### src/rtl/uart_tx_sequencer_if.sv
// Handshake and shift-register strobe bundle for the UART transmit sequencer.
// The master side offers bytes; the slave side (the sequencer) builds and drives frames.
interface uart_tx_sequencer_if;
  logic [7:0]  tx_data;
  logic        tx_valid;
  logic        tx_ready;
  logic [11:0] sr_d_in;
  logic        sr_load;
  logic        sr_shift;
  logic        busy;
  logic        done;

  modport master (
    output tx_data,
    output tx_valid,
    input  tx_ready,
    input  sr_d_in,
    input  sr_load,
    input  sr_shift,
    input  busy,
    input  done
  );

  modport slave (
    input  tx_data,
    input  tx_valid,
    output tx_ready,
    output sr_d_in,
    output sr_load,
    output sr_shift,
    output busy,
    output done
  );
endinterface

### src/rtl/uart_tx_sequencer.sv
// UART transmit sequencer: accepts a byte, builds a 12-bit frame
// {stop, stop, parity, data[7:0], start} and strobes the downstream shift
// register so the frame leaves LSB-first at CLKS_PER_BIT clocks per bit.
// Every output is registered; the output process computes next-cycle values
// from the next state so strobes line up exactly with the frame timing.
module uart_tx_sequencer #(
  parameter int unsigned CLKS_PER_BIT = 16,
  parameter bit          PARITY_ODD   = 1'b0
) (
  input logic                 clock_i,
  input logic                 reset_i,
  uart_tx_sequencer_if.slave  bus_if
);

  localparam int unsigned CntW = $clog2(CLKS_PER_BIT);
  localparam logic [CntW-1:0] CntLast = CntW'(CLKS_PER_BIT - 1);
  // A strobe registered while the counter sits here appears exactly on a bit boundary.
  localparam logic [CntW-1:0] CntPreStrobe = CntW'(CLKS_PER_BIT - 2);
  localparam logic [3:0] LastIdx = 4'd11;

  typedef enum logic [1:0] {StIdle, StLoad, StShift} state_e;

  state_e state_q, state_d;

  logic [CntW-1:0] cnt_q, cnt_d;
  logic [3:0]      idx_q, idx_d;

  logic        tx_ready_q, tx_ready_d;
  logic [11:0] sr_d_in_q, sr_d_in_d;
  logic        sr_load_q, sr_load_d;
  logic        sr_shift_q, sr_shift_d;
  logic        busy_q, busy_d;
  logic        done_q, done_d;

  logic        accept;
  logic        parity;
  logic [11:0] frame;

  assign accept = (state_q == StIdle) && bus_if.tx_valid && tx_ready_q;
  assign parity = (^bus_if.tx_data) ^ PARITY_ODD;
  assign frame  = {2'b11, parity, bus_if.tx_data, 1'b0};

  // State register with synchronous reset.
  always_ff @(posedge clock_i) begin
    if (reset_i) begin
      state_q <= StIdle;
    end else begin
      state_q <= state_d;
    end
  end

  // Next-state logic: one LOAD cycle, then SHIFT until the done cycle has been shown.
  always_comb begin
    state_d = state_q;
    unique case (state_q)
      StIdle:  if (accept) state_d = StLoad;
      StLoad:  state_d = StShift;
      StShift: if (done_q) state_d = StIdle;
      default: state_d = StIdle;
    endcase
  end

  // Output and counter next values, registered below.
  always_comb begin
    cnt_d      = cnt_q;
    idx_d      = idx_q;
    sr_d_in_d  = sr_d_in_q;
    sr_load_d  = 1'b0;
    sr_shift_d = 1'b0;
    done_d     = 1'b0;
    busy_d     = (state_d != StIdle);
    tx_ready_d = (state_d == StIdle);
    unique case (state_q)
      StIdle: begin
        if (accept) begin
          sr_d_in_d = frame;
          sr_load_d = 1'b1;
        end
      end
      StLoad: begin
        cnt_d = '0;
        idx_d = '0;
      end
      StShift: begin
        cnt_d = (cnt_q == CntLast) ? '0 : cnt_q + 1'b1;
        if (cnt_q == CntPreStrobe) begin
          if (idx_q < LastIdx) begin
            sr_shift_d = 1'b1;
            idx_d      = idx_q + 4'd1;
          end else begin
            // All 11 shifts issued; the stop bit has now held for a full period.
            done_d = 1'b1;
          end
        end
      end
      default: ;
    endcase
  end

  // Output and counter registers with synchronous reset.
  always_ff @(posedge clock_i) begin
    if (reset_i) begin
      cnt_q      <= '0;
      idx_q      <= '0;
      tx_ready_q <= 1'b1;
      sr_d_in_q  <= 12'hFFF;
      sr_load_q  <= 1'b0;
      sr_shift_q <= 1'b0;
      busy_q     <= 1'b0;
      done_q     <= 1'b0;
    end else begin
      cnt_q      <= cnt_d;
      idx_q      <= idx_d;
      tx_ready_q <= tx_ready_d;
      sr_d_in_q  <= sr_d_in_d;
      sr_load_q  <= sr_load_d;
      sr_shift_q <= sr_shift_d;
      busy_q     <= busy_d;
      done_q     <= done_d;
    end
  end

  assign bus_if.tx_ready = tx_ready_q;
  assign bus_if.sr_d_in  = sr_d_in_q;
  assign bus_if.sr_load  = sr_load_q;
  assign bus_if.sr_shift = sr_shift_q;
  assign bus_if.busy     = busy_q;
  assign bus_if.done     = done_q;

endmodule

### src/flat_wrapper.sv
// flat-port wrapper written by rule: the top's interface ports become plain ports
module uart_tx_sequencer_flat 
#(
  parameter int unsigned CLKS_PER_BIT = 16,
  parameter bit          PARITY_ODD   = 1'b0
)
  (clock_i, reset_i, bus_if_tx_data, bus_if_tx_valid, bus_if_tx_ready, bus_if_sr_d_in, bus_if_sr_load, bus_if_sr_shift, bus_if_busy, bus_if_done);
  uart_tx_sequencer_if bus_if_i ();
  input logic clock_i;
  input logic reset_i;
  input wire logic [$bits(bus_if_i.tx_data)-1:0] bus_if_tx_data;
  input wire logic [$bits(bus_if_i.tx_valid)-1:0] bus_if_tx_valid;
  output wire logic [$bits(bus_if_i.tx_ready)-1:0] bus_if_tx_ready;
  output wire logic [$bits(bus_if_i.sr_d_in)-1:0] bus_if_sr_d_in;
  output wire logic [$bits(bus_if_i.sr_load)-1:0] bus_if_sr_load;
  output wire logic [$bits(bus_if_i.sr_shift)-1:0] bus_if_sr_shift;
  output wire logic [$bits(bus_if_i.busy)-1:0] bus_if_busy;
  output wire logic [$bits(bus_if_i.done)-1:0] bus_if_done;
  assign bus_if_i.tx_data = bus_if_tx_data;
  assign bus_if_i.tx_valid = bus_if_tx_valid;
  assign bus_if_tx_ready = bus_if_i.tx_ready;
  assign bus_if_sr_d_in = bus_if_i.sr_d_in;
  assign bus_if_sr_load = bus_if_i.sr_load;
  assign bus_if_sr_shift = bus_if_i.sr_shift;
  assign bus_if_busy = bus_if_i.busy;
  assign bus_if_done = bus_if_i.done;
  uart_tx_sequencer #(.CLKS_PER_BIT(CLKS_PER_BIT), .PARITY_ODD(PARITY_ODD)) u_core (.clock_i(clock_i), .reset_i(reset_i), .bus_if(bus_if_i));
endmodule
### config.mk
export PLATFORM = sky130hd
export DESIGN_NAME = uart_tx_sequencer_flat
export DESIGN_NICKNAME = d
export VERILOG_FILES = /design/src/rtl/uart_tx_sequencer_if.sv /design/src/rtl/uart_tx_sequencer.sv /design/src/flat_wrapper.sv
export SDC_FILE = /design/constraint.sdc
export NUM_CORES = 1
export LEC_CHECK = 0
export ABC_CLOCK_PERIOD_IN_PS = 1400
export BUFFER_PORTS_ARGS = -buffer_cell sky130_fd_sc_hd__buf_2
export CAP_MARGIN = 25
export CORE_AREA = 2 2 57 59
export CTS_BUF_LIST = sky130_fd_sc_hd__clkbuf_8
export DETAILED_ROUTE_END_ITERATION = 10
export DIE_AREA = 0 0 59 61
export GPL_TIMING_DRIVEN = 1
export SYNTH_ARGS = -nofsm -noshare
export SYNTH_HDL_FRONTEND = slang
export SYNTH_SLANG_ARGS = --single-unit
### constraint.sdc
create_clock -name clock_i -period 1.4 [get_ports clock_i]
set_clock_uncertainty 0.1 [all_clocks]
set_input_delay 0.28 -clock clock_i [delete_from_list [all_inputs] [get_ports clock_i]]
set_output_delay 0.28 -clock clock_i [all_outputs]
set_load 0.03 [all_outputs]
==> summary.txt <==
Status
  • Outcome: finished with violations
  • Violated checks: setup timing

Pwr
  • Clock power share: 0.167
  • Combinational power share: 0.461
  • NetSw: 1020 uW
  • VDD IR max: 0.000488 V
  • Pwr dens: approximately 1600 nW/um^2
  • P_leak: 0.000653 uW
  • Switch share: 0.404
  • Power share of the sequential group: 0.372
  • Cell Int Power: 1500 uW

Synth
  • Ys flop type: dfxtp_1
  • Proportion of synthesized chip area in sequential cells: 0.443
  • Mapped Cells: 127
  • Post-synthesis cell type count: 31
  • Top-area cell type share of the netlist area: 0.443
  • Area contributors post-synth: dfxtp_1 44%, ha_1 6.7%, a21oi_1 5.8%
  • Synthesis Warnings: 0
  • Avg Inst Size Synth: 8.89 um^2
  • Leading area contributor after synthesis: dfxtp_1
  • Post-synth EDFFs: 0
  • Top-count cell post-synth: dfxtp_1
  • Mapped Area: 1130 um^2
  • Ys async rst share: 0
  • Synth Register Bits: 25
  • Synth top cells by count: 25 x dfxtp_1, 17 x nand2_1, 13 x a21oi_1

Drt
  • Total Wirelength: 2.68 mm
  • Initial DRC Count: 53
  • # DRC: 0
  • Met3 wire length: 117 um
  • Via Count: 1009
  • Via density: 5.00
  • Detail Route Antenna Nets: 0
  • DR top layer: met4
  • DRT Pass-1 Iters: 4
  • Met2 wire length: 1.43 mm
  • Wl on met1: 1.09 mm
  • Drt wl/cell: 13.2 um

Final layout
  • Antenna cells: 0
  • Area grow syn2layout: 41.8%
  • Final Util: 0.542
  • Final Non-Filler Cells: 202
  • # fillers: 285
  • NumNets Final: 187
  • Layout cell share with drive strength beyond 1: 0.438

Timing
  • Max-slew violations: 0
  • FMAX: 702 MHz
  • Final hold vios: 0
  • Final min period: 1420 ps
  • RSZ-0062 raised after global routing: yes
  • Final setup margin: -23.6 ps
  • Final setup fails: 2
  • Fin crit share: 1.02
  • Final Hold Slack: 152 ps

Run
  • Max-Cap Viols: 0

Clocking
  • Worst skew pair latency: 270 ps
  • Num CTS Buffers: 3
  • CTS tree: built
  • Worst-path clk slew: 80 ps
  • Sink Count: 25
  • Hold-fix buffers, CTS: 0
  • Root Driver: clkbuf_8
  • H-tree lvl count: 1
  • Clk buf depth: 2

Die
  • Total die area: about 3600 um^2
  • Initial core utilization: 0.382
  • Ports: 28
  • DIE WIDTH: 59 um
  • Core area: 2950 um^2
  • Rows: 20
  • Die Y: 61 um

Critical path
  • Setup CP Type: reg2reg
  • CP endpoint kind: flop
  • CP arrival: 1530 ps
  • CP required: about 1500 ps
  • Crit path max fanout: 7
  • Setup crit start kind: flop

Hold path
  • Min-Delay Path Class: in2reg

Placement
  • Number of port buffers: 25
  • Gpl congestion: between 0.7 and 0.8
  • HPWL Detailed: 1.85 mm
  • Cells after DPL: 192

Global route
  • Final global-route overflow total: 0
  • Vias in the first global route: 1008
  • Initial antenna violation count: 0
  • Gr usage total: 0.155
  • Pin count of the biggest net entering global routing: 15
  • Global-route wire length before repair: 4.18 mm
==> path summary, 6_finish.rpt <==
check,from,endpoint,slack [ps],cells past startpoint
max reg2reg,u_core.state_q[1],u_core.idx_q[0],-20,5
min,bus_if_tx_data[4],u_core.bus_if.sr_d_in[5],150,3
max,u_core.state_q[1],u_core.idx_q[0],-20,5
min reg2reg,u_core.bus_if.sr_d_in[0],u_core.bus_if.sr_d_in[0],350,1
==> power groups by stage <==
| stage | clock [uW] | sequential, uW | combinational (uW) |
|---|---|---|---|
| final | 421 | 939 | 1160 |
| after global routing | 473 | 958 | 1270 |
| after CTS | 434 | 929 | 1050 |
| after detailed placement | 0 | 941 | 996 |
| after global placement | 0 | 933 | 978 |
| after floorplan | 0 | 1200 | 436 |
==> cells by family (layout without fill, tap and decap cells) <==
| logic type | count (synthesis) | after routing | share of synthesized area |
|---|---|---|---|
| multiplexers | 1 | 1 | 0.00887 |
| AND/OR/NAND/NOR | 51 | 51 | 0.242 |
| adder cells (fa/ha/maj) | 6 | 6 | 0.0665 |
| buffers and inverters | 14 | 55 | 0.0599 |
| XOR/XNOR | 7 | 7 | 0.0543 |
| AO/OA/AOI/OAI | 22 | 22 | 0.122 |
| flip-flops | 25 | 25 | 0.443 |
| other | 1 | 2 | 0.00332 |
==> metrics by stage <==
stage / power [uW] / cell area [um^2] / setup slack, ps / TNS [ps]
finish: 2520 / 1600 / -23.6 / -36.3
global route: 2700 / 1600 / -62.6 / -205
detailed placement: 1940 / 1370 / -104 / -460
global placement: 1910 / 1370 / -80.6 / -166
floorplan: 1630 / 1150 / -8.71 / -8.71
CTS: 2420 / 1500 / -25.0 / -47.3
==> repair_timing <==
action | CTS | global route
buffers inserted | 2 | 4
gates cloned | 0 | 0
pin swaps | 3 | 8
resized for setup | 15 | 16
setup endpoints to repair | 8 | 9
==> flip-flops by register name, indices dropped and copies added, names as in the netlist <==
name                    count
u_core.bus_if.sr_shift      1
u_core.bus_if.busy          1
u_core.bus_if.tx_ready      1
u_core.bus_if.sr_load       1
u_core.cnt_q                4
u_core.bus_if.done          1
u_core.idx_q                4
u_core.bus_if.sr_d_in      10
u_core.state_q              2
==> layout make-up <==
class	instances	area [um^2]	area share
Multi-Input combinational cell	89	708	0.443
Sequential cell	25	509	0.318
Timing Repair Buffer	44	268	0.167
Clock buffer	3	41.3	0.0258
Tap cell	33	41.3	0.0258
Inverter	7	28.8	0.0180
Clock inverter	1	3.75	0.00235
==> critical path, stage by stage (launching register included) <==
cell	delay, ps
dfxtp_4	380
inv_2	60
ha_4	310
nand2_8	70
or3_1	320
a21oi_1	120
==> layer usage <==
layer / vias up / global-route usage
li1: 507 / -
met1: 472 / 0.158
met2: 25 / 0.303
met3: 5 / 0.0277
met4: 0 / 0.0779
met5: - / 0
==> layout by cell type (no fill, tap or decap), drive strengths merged <==
cell     synthesis  layout
nor2b            1       1
inv              7       8
nand3b           8       8
buf              3      44
and3             2       2
nor4bb           1       1
conb             1       2
dfxtp           25      25
nor2             8       8
a21oi           13      13
nor3             3       3
nand2           18      18
ha               6       6
nor3b            1       1
a21o             1       1
mux2i            1       1
clkbuf           4       3
xnor2            7       7
a31oi            1       1
nor4b            1       1
a211oi           1       1
nand3            4       4
and4             1       1
a2111oi          1       1
or3              2       2
or2              1       1
o21ai            5       5
No activity file was read; power rests on OpenSTA's default activity.
